### src/rtl/modport_blk_if.sv
// -----------------------------------------------------------------------------
// modport_blk_if -- packet-in / byte-out bus bundle for modport_blk.
//
// Signals
//   data_in   : packet byte stream (header, payload, parity)   master -> slave
//   pkt_valid : high for header/payload, low marks parity byte master -> slave
//   read_enb  : consumer read request                          master -> slave
//   busy      : write-side stall, data_in ignored while high   slave  -> master
//   error     : parity mismatch of the last completed packet   slave  -> master
//   data_out  : byte popped from the output FIFO               slave  -> master
//   vld_out   : output FIFO not empty                          slave  -> master
//
// The master modport is the traffic source/consumer side; the slave modport
// is the router block itself.
// -----------------------------------------------------------------------------
interface modport_blk_if #(
  parameter int WIDTH = 8
);
  logic [WIDTH-1:0] data_in;
  logic             pkt_valid;
  logic             read_enb;
  logic             busy;
  logic             error;
  logic [WIDTH-1:0] data_out;
  logic             vld_out;

  modport master (
    output data_in, pkt_valid, read_enb,
    input  busy, error, data_out, vld_out
  );

  modport slave (
    input  data_in, pkt_valid, read_enb,
    output busy, error, data_out, vld_out
  );
endinterface

### src/rtl/modport_blk.sv
// -----------------------------------------------------------------------------
// modport_blk -- single-channel packet loader with parity check and output FIFO.
//
// Packets arrive as header, 1..63 payload bytes and one parity byte; every
// byte (parity included) is stored in a DEPTH-byte FIFO that the consumer
// drains with read_enb. The XOR of header and payload is compared with the
// received parity byte and the result is reported on error.
//
// Ports
//   clk_i   : clock, all state changes on the rising edge
//   rst_i   : asynchronous active-high reset
//   bus     : modport_blk_if.slave (data_in, pkt_valid, read_enb in;
//             busy, error, data_out, vld_out out)
//
// Parameters
//   WIDTH        : byte width (default 8)
//   DEPTH        : FIFO depth in bytes, power of two (default 16)
//   SOFT_TIMEOUT : idle-read timeout in cycles (default 30)
//
// Build option
//   SOFT_RESET_EN : when defined, a FIFO that holds data with no read
//                   request for SOFT_TIMEOUT consecutive cycles is flushed.
//                   Undefined (default): data is held indefinitely.
//
// state          | meaning
// ---------------+--------------------------------------------------------
// S_IDLE         | waiting for a header byte
// S_WAIT_EMPTY   | header latched, waiting for the FIFO to drain
// S_LOAD_DATA    | accepting payload bytes, parity byte ends the packet
// S_FULL_HOLD    | FIFO full, one latched byte waiting for space
// S_CHECK_PARITY | compare received parity with the running XOR
// -----------------------------------------------------------------------------
module modport_blk #(
  parameter int WIDTH        = 8,
  parameter int DEPTH        = 16,
  parameter int SOFT_TIMEOUT = 30
) (
  input logic          clk_i,
  input logic          rst_i,
  modport_blk_if.slave bus
);

  localparam int AW = (DEPTH > 1) ? $clog2(DEPTH) : 1;
  localparam int CW = $clog2(DEPTH + 1);

  typedef enum logic [2:0] {
    S_IDLE         = 3'd0,
    S_WAIT_EMPTY   = 3'd1,
    S_LOAD_DATA    = 3'd2,
    S_FULL_HOLD    = 3'd3,
    S_CHECK_PARITY = 3'd4
  } state_t;

  state_t state_q, state_d;

  // FIFO storage and bookkeeping
  logic [WIDTH-1:0] mem_q [DEPTH];
  logic [AW-1:0]    wr_ptr_q, wr_ptr_d;
  logic [AW-1:0]    rd_ptr_q;
  logic [CW-1:0]    count_q;
  logic [WIDTH-1:0] data_out_q;
  logic             fifo_empty, fifo_full;
  logic             pop, can_write, flush;

  // packet datapath registers
  logic [WIDTH-1:0] hold_q;
  logic             hold_par_q;
  logic [WIDTH-1:0] par_q;
  logic [WIDTH-1:0] rx_par_q;
  logic             error_q;

  // FSM outputs
  logic             busy;
  logic             push;
  logic [WIDTH-1:0] push_data;
  logic             hold_ld, hold_par_d;
  logic             par_init, par_acc, rx_ld;
  logic             err_clr, err_upd;

  assign fifo_empty = (count_q == '0);
  assign fifo_full  = (count_q == CW'(DEPTH));
  assign pop        = bus.read_enb && !fifo_empty;
  // A pop in the same cycle frees a slot, so a full FIFO still accepts a write.
  assign can_write  = !fifo_full || pop;

  // ---------------------------------------------------------------------------
  // FSM: state register
  // ---------------------------------------------------------------------------
  always_ff @(posedge clk_i or posedge rst_i) begin
    if (rst_i) begin
      state_q <= S_IDLE;
    end else begin
      state_q <= state_d;
    end
  end

  // ---------------------------------------------------------------------------
  // FSM: next state
  // ---------------------------------------------------------------------------
  always_comb begin
    state_d = state_q;
    case (state_q)
      S_IDLE: begin
        if (bus.pkt_valid) begin
          state_d = fifo_empty ? S_LOAD_DATA : S_WAIT_EMPTY;
        end
      end
      S_WAIT_EMPTY: begin
        if (fifo_empty) begin
          state_d = S_LOAD_DATA;
        end
      end
      S_LOAD_DATA: begin
        if (!can_write) begin
          state_d = S_FULL_HOLD;
        end else if (!bus.pkt_valid) begin
          state_d = S_CHECK_PARITY;
        end
      end
      S_FULL_HOLD: begin
        if (can_write) begin
          state_d = hold_par_q ? S_CHECK_PARITY : S_LOAD_DATA;
        end
      end
      S_CHECK_PARITY: begin
        state_d = S_IDLE;
      end
      default: begin
        state_d = S_IDLE;
      end
    endcase
  end

  // ---------------------------------------------------------------------------
  // FSM: outputs and datapath controls
  // ---------------------------------------------------------------------------
  always_comb begin
    busy       = 1'b0;
    push       = 1'b0;
    push_data  = bus.data_in;
    hold_ld    = 1'b0;
    hold_par_d = 1'b0;
    par_init   = 1'b0;
    par_acc    = 1'b0;
    rx_ld      = 1'b0;
    err_clr    = 1'b0;
    err_upd    = 1'b0;
    case (state_q)
      S_IDLE: begin
        if (bus.pkt_valid) begin
          err_clr  = 1'b1;
          par_init = 1'b1;
          if (fifo_empty) begin
            push = 1'b1;
          end else begin
            hold_ld = 1'b1;
          end
        end
      end
      S_WAIT_EMPTY: begin
        busy = 1'b1;
        if (fifo_empty) begin
          push      = 1'b1;
          push_data = hold_q;
        end
      end
      S_LOAD_DATA: begin
        // The byte is sampled here whether or not it can be stored now;
        // a byte that finds the FIFO full waits in hold_q.
        if (bus.pkt_valid) begin
          par_acc = 1'b1;
        end else begin
          rx_ld      = 1'b1;
          hold_par_d = 1'b1;
        end
        if (can_write) begin
          push = 1'b1;
        end else begin
          hold_ld = 1'b1;
        end
      end
      S_FULL_HOLD: begin
        busy = 1'b1;
        if (can_write) begin
          push      = 1'b1;
          push_data = hold_q;
        end
      end
      S_CHECK_PARITY: begin
        busy    = 1'b1;
        err_upd = 1'b1;
      end
      default: begin
        busy = 1'b0;
      end
    endcase
  end

  // ---------------------------------------------------------------------------
  // Packet datapath: holding byte, running parity, error flag
  // ---------------------------------------------------------------------------
  always_ff @(posedge clk_i or posedge rst_i) begin
    if (rst_i) begin
      hold_q     <= '0;
      hold_par_q <= 1'b0;
      par_q      <= '0;
      rx_par_q   <= '0;
      error_q    <= 1'b0;
    end else begin
      if (hold_ld) begin
        hold_q     <= bus.data_in;
        hold_par_q <= hold_par_d;
      end
      if (par_init) begin
        par_q <= bus.data_in;
      end else if (par_acc) begin
        par_q <= par_q ^ bus.data_in;
      end
      if (rx_ld) begin
        rx_par_q <= bus.data_in;
      end
      if (err_clr) begin
        error_q <= 1'b0;
      end else if (err_upd) begin
        error_q <= (rx_par_q != par_q);
      end
    end
  end

  // ---------------------------------------------------------------------------
  // Output FIFO
  // ---------------------------------------------------------------------------
  assign wr_ptr_d = push ? wr_ptr_q + AW'(1) : wr_ptr_q;

  always_ff @(posedge clk_i) begin
    if (push) begin
      mem_q[wr_ptr_q] <= push_data;
    end
  end

  always_ff @(posedge clk_i or posedge rst_i) begin
    if (rst_i) begin
      wr_ptr_q   <= '0;
      rd_ptr_q   <= '0;
      count_q    <= '0;
      data_out_q <= '0;
    end else begin
      wr_ptr_q <= wr_ptr_d;
      if (pop) begin
        data_out_q <= mem_q[rd_ptr_q];
      end
      if (flush) begin
        // Everything stored, including a byte written this cycle, is dropped.
        rd_ptr_q <= wr_ptr_d;
        count_q  <= '0;
      end else begin
        if (pop) begin
          rd_ptr_q <= rd_ptr_q + AW'(1);
        end
        case ({push, pop})
          2'b10:   count_q <= count_q + CW'(1);
          2'b01:   count_q <= count_q - CW'(1);
          default: count_q <= count_q;
        endcase
      end
    end
  end

  // ---------------------------------------------------------------------------
  // Idle-read timeout
  // ---------------------------------------------------------------------------
`ifdef SOFT_RESET_EN
  localparam int TW = (SOFT_TIMEOUT > 1) ? $clog2(SOFT_TIMEOUT) : 1;

  logic [TW-1:0] idle_cnt_q;
  logic          idle_cond;

  assign idle_cond = !fifo_empty && !bus.read_enb;
  // Down-counter reaches zero on the SOFT_TIMEOUT-th consecutive idle cycle.
  assign flush     = idle_cond && (idle_cnt_q == '0);

  always_ff @(posedge clk_i or posedge rst_i) begin
    if (rst_i) begin
      idle_cnt_q <= TW'(SOFT_TIMEOUT - 1);
    end else if (!idle_cond || flush) begin
      idle_cnt_q <= TW'(SOFT_TIMEOUT - 1);
    end else begin
      idle_cnt_q <= idle_cnt_q - TW'(1);
    end
  end
`else
  logic unused_timeout_cfg;

  assign flush              = 1'b0;
  assign unused_timeout_cfg = (SOFT_TIMEOUT > 0);
`endif

  // ---------------------------------------------------------------------------
  // Outputs
  // ---------------------------------------------------------------------------
  assign bus.busy     = busy;
  assign bus.error    = error_q;
  assign bus.data_out = data_out_q;
  assign bus.vld_out  = !fifo_empty;

endmodule

### src/flat_wrapper.sv
// flat-port wrapper written by rule: the top's interface ports become plain ports
module modport_blk_flat 
#(
  parameter int WIDTH        = 8,
  parameter int DEPTH        = 16,
  parameter int SOFT_TIMEOUT = 30
)
  (clk_i, rst_i, bus_data_in, bus_pkt_valid, bus_read_enb, bus_busy, bus_error, bus_data_out, bus_vld_out);
  modport_blk_if #(.WIDTH(WIDTH)) bus_i ();
  input logic clk_i;
  input logic rst_i;
  input wire logic [$bits(bus_i.data_in)-1:0] bus_data_in;
  input wire logic [$bits(bus_i.pkt_valid)-1:0] bus_pkt_valid;
  input wire logic [$bits(bus_i.read_enb)-1:0] bus_read_enb;
  output wire logic [$bits(bus_i.busy)-1:0] bus_busy;
  output wire logic [$bits(bus_i.error)-1:0] bus_error;
  output wire logic [$bits(bus_i.data_out)-1:0] bus_data_out;
  output wire logic [$bits(bus_i.vld_out)-1:0] bus_vld_out;
  assign bus_i.data_in = bus_data_in;
  assign bus_i.pkt_valid = bus_pkt_valid;
  assign bus_i.read_enb = bus_read_enb;
  assign bus_busy = bus_i.busy;
  assign bus_error = bus_i.error;
  assign bus_data_out = bus_i.data_out;
  assign bus_vld_out = bus_i.vld_out;
  modport_blk #(.WIDTH(WIDTH), .DEPTH(DEPTH), .SOFT_TIMEOUT(SOFT_TIMEOUT)) u_core (.clk_i(clk_i), .rst_i(rst_i), .bus(bus_i));
endmodule
### config.mk
export PLATFORM = sky130hd
export DESIGN_NAME = modport_blk_flat
export DESIGN_NICKNAME = d
export VERILOG_FILES = /design/src/rtl/modport_blk_if.sv /design/src/rtl/modport_blk.sv /design/src/flat_wrapper.sv
export SDC_FILE = /design/constraint.sdc
export NUM_CORES = 1
export LEC_CHECK = 0
export BUFFER_PORTS_ARGS = -buffer_cell sky130_fd_sc_hd__buf_2
export CAP_MARGIN = 20
export CORE_MARGIN = 10
export CORE_UTILIZATION = 30
export CTS_CLUSTER_SIZE = 28
export DETAILED_ROUTE_END_ITERATION = 10
export PLACE_DENSITY = 0.54
export REMOVE_ABC_BUFFERS = 1
export SYNTH_ARGS = -nofsm -noshare
export SYNTH_HDL_FRONTEND = slang
export SYNTH_SLANG_ARGS = --single-unit
### constraint.sdc
create_clock -name clk_i -period 9.9 [get_ports clk_i]
set_input_delay 2.475 -clock clk_i [delete_from_list [all_inputs] [get_ports clk_i]]
set_output_delay 2.475 -clock clk_i [all_outputs]
set_load 0.02 [all_outputs]
==> summary.txt, run 1 <==
Initial Util - 30.57%
Tightest Pin Transition - 856.7 ps
DRT Wirelength - 15000 um
Wirelength per Cell - 18.52 um
Dominant cell type by area after synthesis - edfxtp_1
Final hold vios - 0
Register area share after synthesis - 68.32%
Mapped Area - 7457 sq um
CP Data Required Time - 10200 ps
WP data arrival - 4930 ps
Startpoint types - input pin
RSZ-0062 raised after global routing - no
Post-synth EDFFs - 128
ANT cells - 0
CP max stage delay - 390 ps
Via count - 3835
Pleak - 2.986 nW
Cell with the most instances after synthesis - edfxtp_1
Post-CTS Setup Inserts - 0
Synth cell count leaders - edfxtp_1 (128), dfrtp_1 (50), mux4_2 (32)
Crit path cell chain - buf_2 -> nor2_1 -> o31a_1 -> nor3_4 -> inv_1 -> ha_1 -> xor2_1 -> ha_1 -> o211a_1 -> o31ai_1 -> a31oi_1 -> xor2_1
Gr ovfl total - 0
Final setup fails - 0
Fillers - 2337
Core region area - 24390 sq um
Power Dens Cells - 315.0 nW/um^2
Longest Clk Path Bufs - 2
# clock sinks - 178
Largest net degree at the start of global routing - 51
Endpoint type of the worst setup path - flop
Die ar. - 31560 sq um
Crit Reg-Reg Startpoint - u_core.count_q[1]$_DFFE_PP0P_
Max-slew violations - 0
Gate Count Post-Synth - 445
Skew final - 11.52 ps
Drt pass-1 iters - 4
Yosys cell types - 42
Period utilization - 46.73%
Synth top area cells - edfxtp_1 (52%), dfrtp_1 (17%), mux4_2 (9.7%), mux2_2 (3.9%), mux2i_1 (2.1%)
Routed Antenna Nets - 0
Asr flop ratio synth - 28.09%
VDD IR max - 0.1495 mV
GPL Wtd Cong - 0.8410
CP startpoint - bus_pkt_valid
Crit Path Class - in2reg
CTS tree - done
Nets - 494
First-pass GRT wire length - 23790 um
Final Util - 34.94%
Resized Gates After CTS - 0
Vias in the first global route - 3977
Fmax achieved - 0.2162 GHz
Yosys warns - 0
Iteration-0 DRC Markers - 239
Syn_area_per_cell - 16.76 sq um
Worst path buffer plus inverter count - 2
CP max FO - 9
Worst path top cell family by delay - compound AO/OA/AOI/OAI gates
Status - completed
Top-area cell type share of the netlist area - 51.54%
Setup TNS - 0 ps
Final min period - 4626 ps
Clock buffer count from CTS - 17
Max_slew headroom - 42.68%
Remaining DRCs - 0
Worst hold start - u_core.bus.error$_DFFE_PP0P_
Later-pin clock latency in the skew report - 430 ps
Die X - 177.7 um
GR Util All Layers - 10.05%
Synthesis-to-finish area growth - 14.28%
Die H - 177.7 um
Layout cells sized above 1 - 26.95%
CP max stage cell - nor3_4
Yosys reg bits - 178
Post-CTS Hold Buffers - 0
Clk pin slew, worst setup/hold paths - 60 ps
Num ports - 23
Max-cap viol count - 0
FP Rows - 57
Top_reg_cell synth - edfxtp_1
# port buffers - 22
Clock root buffer master - clkbuf_16
DR vias/cell - 4.735
H-tree levels - 4
Initial antenna violation count - 0
Hold Crit Class - reg2reg
Post-DP HPWL - 9797 um
final timing paths:
check | slack [ps] | cells past startpoint | end
max in group asynchronous | 7230 | 3 | u_core.hold_q[3]$_DFFE_PP0P_
min in group asynchronous | 2130 | 2 | u_core.count_q[1]$_DFFE_PP0P_
max reg2reg | 6270 | 11 | u_core.count_q[4]$_DFFE_PP0P_
max | 5270 | 12 | u_core.count_q[4]$_DFFE_PP0P_
min | 500 | 2 | u_core.bus.error$_DFFE_PP0P_
min reg2reg | 500 | 2 | u_core.bus.error$_DFFE_PP0P_
layer usage:
metal / track usage (%) / wire, um / vias up / part of all wire (%)
met5: 0 / 0 / - / 0
met4: 3.647 / 207 / 0 / 1.4
met3: 2.444 / 517 / 15 / 3.4
met2: 15.27 / 7156 / 65 / 48
met1: 13.70 / 7122 / 1978 / 47
li1: - / - / 1777 / -
worst register-to-register path, cell delays in order, from the launching register on:
cell,delay [ps]
dfrtp_1,450
or4_4,600
or2_2,370
nand2_1,380
inv_1,240
ha_1,360
xor2_1,190
ha_1,240
o211a_1,230
o31ai_1,190
a31oi_1,80
xor2_1,160
through the flow:
step           hold WS, ps  instances  total power [mW]  instance area [sq um]  setup WS (ps)
6_report             504.3        810             2.684                   8522           5274
5_1_grt              523.8        810             2.853                   8522           5128
4_1_cts              501.0        808             2.718                   8489           5316
3_5_place_dp         480.5        776             2.071                   7923           4868
3_3_place_gp         467.0        773             2.032                   7903           4917
2_1_floorplan        458.9        422             1.786                   7350           5271
sequential cells by signal, indices dropped and copies added, names as in the netlist:
signal               cells
u_core.rx_par_q          8
u_core.bus.data_out      8
u_core.par_q             8
u_core.hold_q            8
u_core.hold_par_q        1
u_core.count_q           5
u_core.rd_ptr_q          4
u_core.mem_q           128
u_core.bus.error         1
u_core.state_q           3
u_core.wr_ptr_q          4
where the power goes:
group	internal [mW]	switching, mW
combinational	0.395	0.499
sequential	1.02	0.124
clock	0.367	0.278
total	1.78	0.901
kinds of logic (layout without fill, tap and decap cells):
| family | count (synthesis) | after routing | share of synthesized area (%) |
|---|---|---|---|
| simple gates | 82 | 82 | 5.386 |
| flops | 178 | 178 | 68.32 |
| buf+inv | 30 | 71 | 1.795 |
| fa+ha+maj | 9 | 9 | 1.510 |
| xor+xnor | 20 | 20 | 2.349 |
| compound gates | 52 | 52 | 4.900 |
| mux | 74 | 74 | 15.74 |
cell usage in the layout, fill, tap and decap left out, drive strengths merged, types with 7 or more instances in the layout:
cell	count
edfxtp	128
dfrtp	50
mux4	32
buf	32
nand2	29
nor2	27
mux2	26
clkbuf	21
a21oi	17
mux2i	16
xnor2	15
inv	11
o21ai	9
ha	9
o221ai	8
a311oi	8
nand2b	7
area by class of cell:
type	instances	area (sq um)	share of cell area [%]
clock inverter	11	100.1	1.175
inverter	7	26.28	0.3083
multi-input combinational	237	2228	26.15
timing repair buffer	32	200.2	2.349
sequential	178	5095	59.79
tap	324	405.4	4.757
clock buffer	21	466.7	5.476
Note: power is estimated with default switching activity, not from simulation.
==> run 2, diff against run 1 <==
--- a/config.mk
+++ b/config.mk
@@ -11,7 +11,7 @@
 export CORE_UTILIZATION = 30
 export CTS_CLUSTER_SIZE = 28
 export DETAILED_ROUTE_END_ITERATION = 10
-export PLACE_DENSITY = 0.54
+export PLACE_DENSITY = 0.56
 export REMOVE_ABC_BUFFERS = 1
 export SYNTH_ARGS = -nofsm -noshare
 export SYNTH_HDL_FRONTEND = slang
==> constraint.sdc (replaced) <==
create_clock -name clk_i -period 4.2 [get_ports clk_i]
set_input_delay 1.05 -clock clk_i [delete_from_list [all_inputs] [get_ports clk_i]]
set_output_delay 1.05 -clock clk_i [all_outputs]
set_load 0.02 [all_outputs]
==> summary.txt, run 2 (synthesis results as in run 1) <==
WP data arrival - 3750 ps
Endpoint type of the worst setup path - flop
Hold Crit Class - reg2reg
Crit Reg-Reg Startpoint - u_core.count_q[1]$_DFFE_PP0P_
Max-slew violations - 0
Setup TNS - 0 ps
Placed inst area - 7986 sq um
Iteration-0 DRC Markers - 188
Tightest Pin Transition - 922.7 ps
RSZ-0062 raised after global routing - no
Gr ovfl total - 0
Largest register by flop count - u_core.mem_q
Layout cells sized above 1 - 27.85%
FP Rows - 57
Most frequent cells in the layout - edfxtp_1 (128), dfrtp_1 (49), mux4_2 (32)
Clock root buffer master - clkbuf_16
Status - completed
Synthesis-to-finish area growth - 15.25%
Skew final - 8.459 ps
Core region area - 24390 sq um
Post-CTS Hold Buffers - 0
DRT Wirelength - 15140 um
H-tree levels - 4
Pleak - 3.010 nW
CP max FO - 11
Post-place setup slack - 588.0 ps
First-pass GRT wire length - 23720 um
Worst hold slack - 489.5 ps
Post-DP HPWL - 10230 um
Nets - 500
Final Util - 35.24%
Initial Util - 30.57%
Post-CTS Setup Inserts - 0
ANT cells - 0
Later-pin clock latency in the skew report - 430 ps
Period utilization - 82.02%
DR vias/cell - 4.828
Largest net degree at the start of global routing - 35
GPL Wtd Cong - 0.7525
Crit Path Class - reg2reg
Startpoint types - flop
Die ar. - 31560 sq um
Num ports - 23
Max-cap viol count - 0
Remaining DRCs - 0
CP Data Required Time - 4500 ps
Worst hold start - u_core.bus.data_out[5]$_DFFE_PP0P_
Final instance area - 8594 sq um
CP startpoint - u_core.count_q[1]$_DFFE_PP0P_
Max reg flops - 128
Resized Gates After CTS - 0
Initial antenna violation count - 0
Via count - 3940
Vias in the first global route - 4054
Routed Antenna Nets - 0
Fmax achieved - 0.2903 GHz
Power Dens Cells - 746.3 nW/um^2
Setup ws final - 755.3 ps
Final hold vios - 0
# clock sinks - 178
Drt pass-1 iters - 4
# port buffers - 22
Max_slew headroom - 38.26%
Clk pin slew, worst setup/hold paths - 70 ps
Die X - 177.7 um
CTS tree - done
Final setup fails - 0
Final min period - 3445 ps
VDD IR max - 0.3354 mV
Wirelength per Cell - 18.56 um
Clock buffer count from CTS - 17
Longest Clk Path Bufs - 2
Commonest non-fill, non-tap cell in the layout - edfxtp_1
Die H - 177.7 um
GR Util All Layers - 9.914%
run 2: cell count changes in the layout (fill, tap and decap cells not counted), moves of 2 or more:
cell	change
clkinv_4	+2
buf_2	-2
buf_4	+7
clkinv_1	+2
clkinv_2	-3
run 2: where the power goes:
group	total (mW)	internal, mW	leakage, nW	switching [mW]
Combinational	2.06	0.983	0.970	1.07
Sequential	2.80	2.41	1.76	0.394
Clock	1.56	0.880	0.280	0.677
Total	6.41	4.27	3.01	2.14
run 2: final timing paths:
path	to	slack (ps)	cells after the start
setup / recovery	u_core.count_q[4]$_DFFE_PP0P_	760	12
hold / removal	u_core.bus.data_out[5]$_DFFE_PP0P_	490	2
setup reg to reg	u_core.count_q[4]$_DFFE_PP0P_	760	12
hold reg to reg	u_core.bus.data_out[5]$_DFFE_PP0P_	490	2
max in group asynchronous	u_core.par_q[7]$_DFFE_PP0P_	2700	3
min in group asynchronous	u_core.count_q[3]$_DFFE_PP0P_	750	2
run 2: critical path: stages (launching register included):
cell and delay [ps]:
dfrtp_1 460, or4_4 600, or2_2 370, nand2_1 90, buf_4 200, inv_1 150, ha_1 340, xor2_1 200
ha_1 250, o211a_1 240, o31ai_1 190, a31oi_1 70, xor2_1 160
run 2: through the flow:
step | power [mW] | std cells
floorplan | 4.209 | 422
global placement | 4.784 | 782
detailed placement | 4.897 | 783
CTS | 6.456 | 815
global route | 6.780 | 816
finish | 6.414 | 816
run 2: layer usage:
layer  up-vias  part of all wire (%)  GRT usage (%)
li1       1791                     -              -
met4         0                  0.82          2.813
met3        13                   4.8          2.507
met1      2049                    45          13.12
met2        87                    49          15.79
met5         -                     0              0
run 2: cell type report:
| cell class | count | area [sq um] |
|---|---|---|
| Sequential cell | 178 | 5096 |
| Timing Repair Buffer | 38 | 257.7 |
| Tap cell | 324 | 405.4 |
| Fill cell | 2327 | 15800 |
| Clock inverter | 15 | 155.1 |
| Multi-Input combinational cell | 237 | 2228 |
| Clock buffer | 17 | 425.4 |
| Inverter | 7 | 26.28 |
==> run 3, diff against run 2 <==
==> constraint.sdc (replaced) <==
create_clock -name clk_i -period 3.06 [get_ports clk_i]
set_input_delay 0.765 -clock clk_i [delete_from_list [all_inputs] [get_ports clk_i]]
set_output_delay 0.765 -clock clk_i [all_outputs]
set_load 0.02 [all_outputs]
==> summary.txt, run 3 (synthesis results as in run 1) <==
Status - completed
Hold Crit Class - in2async
Clock buffer count from CTS - 17
Max-cap viol count - 0
DR vias/cell - 4.856
Die H - 177.7 um
Crit Path Class - reg2reg
Remaining DRCs - 0
Fmax achieved - 0.3429 GHz
Nets - 516
Num ports - 23
Max_slew headroom - 64.09%
Tightest Pin Transition - 538.6 ps
Worst hold slack - 410.5 ps
VDD IR max - 0.4744 mV
Via count - 4040
Post-CTS Hold Buffers - 0
Endpoint type of the worst setup path - flop
Later-pin clock latency in the skew report - 430 ps
# port buffers - 22
Largest register by flop count - u_core.mem_q
Layout cells sized above 1 - 30.12%
# clock sinks - 178
Power Dens Cells - 1017 nW/um^2
Period utilization - 95.31%
DRT Wirelength - 15080 um
Largest net degree at the start of global routing - 34
Wirelength per Cell - 18.13 um
Clock root buffer master - clkbuf_16
Synthesis-to-finish area growth - 16.68%
Gr ovfl total - 0
Drt pass-1 iters - 4
First-pass GRT wire length - 23800 um
Initial Util - 30.57%
CP Data Required Time - 3360 ps
Initial antenna violation count - 0
Max reg flops - 128
Crit Reg-Reg Startpoint - u_core.count_q[0]$_DFFE_PP0P_
Post-DP HPWL - 10020 um
Pleak - 3.087 nW
Final setup fails - 0
Skew final - 10.65 ps
ANT cells - 0
Post-place setup slack - 75.60 ps
H-tree levels - 4
Most frequent cells in the layout - edfxtp_1 (128), dfrtp_1 (50), mux4_2 (32), buf_4 (32), nand2_1 (28)
Max-slew violations - 0
Core region area - 24390 sq um
Vias in the first global route - 4230
GPL Wtd Cong - 0.7699
CP startpoint - u_core.count_q[0]$_DFFE_PP0P_
Commonest non-fill, non-tap cell in the layout - edfxtp_1
GR Util All Layers - 9.946%
Die X - 177.7 um
Iteration-0 DRC Markers - 281
Clk pin slew, worst setup/hold paths - 60 ps
Final min period - 2916 ps
RSZ-0062 raised after global routing - no
CTS tree - done
Startpoint types - flop
CP max FO - 7
Final std cells w/o fill - 832
Tot Pwr - 8.845 mW
Longest Clk Path Bufs - 2
Placed insts - 800
WP data arrival - 3220 ps
Die ar. - 31560 sq um
Setup ws final - 143.5 ps
FP Rows - 57
Final hold vios - 0
Routed Antenna Nets - 0
-- run 3: final timing paths --
path	to	slack (ps)	depth (start not counted)
setup / recovery	u_core.count_q[4]$_DFFE_PP0P_	140	11
max in group asynchronous	u_core.hold_q[2]$_DFFE_PP0P_	2360	3
setup reg to reg	u_core.count_q[4]$_DFFE_PP0P_	140	11
min in group clk_i	u_core.rd_ptr_q[2]$_DFFE_PP0P_	490	1
hold reg to reg	u_core.rd_ptr_q[2]$_DFFE_PP0P_	490	1
hold / removal	u_core.count_q[0]$_DFFE_PP0P_	410	3
-- run 3: metal layers --
metal	part of all wire [%]	routed length [um]	up-vias	track usage, %
li1	-	-	1824	-
met1	44	6687	2120	12.77
met2	50	7472	86	15.84
met3	5.2	791	10	3.081
met4	0.86	130	0	2.952
met5	0	0	-	0
-- run 3: power breakdown --
group / switching [mW] / internal (mW)
clock: 0.928 / 1.22
combinational: 1.64 / 1.39
sequential: 0.368 / 3.30
total: 2.93 / 5.91
-- run 3: per-stage QoR --
stage / TNS (ps) / cell area (sq um) / util, %
floorplan: -234.3 / 7350 / -
global placement: 0 / 8105 / 33.23
detailed placement: 0 / 8105 / 33.23
CTS: 0 / 8688 / 35.62
global route: 0 / 8701 / 35.67
finish: 0 / 8701 / 35.67
-- run 3: what timing repair did --
action / CTS / global route
resized for setup: 0 / 1
buffers inserted: 0 / 0
endpoints found under the hold margin: 0 / 0
setup endpoints to repair: 0 / 1
-- run 3: final cells by class --
class                           instances  area (sq um)
Clock buffer                           19         432.9
Clock inverter                         13         150.1
Inverter                                7         26.28
Sequential cell                       178          5095
Fill cell                            2322         15690
Timing Repair Buffer                   54         350.3
Tap cell                              324         405.4
Multi-Input combinational cell        237          2241
-- run 3: critical path, stage by stage (launching register included) --
cell and delay (ps):
dfrtp_1 380, or4_4 590, o31a_1 310, nor3_4 180
inv_1 80, ha_1 220, xor2_1 150, ha_1 240
o211a_1 230, o31ai_1 190, a31oi_1 80, xor2_1 150
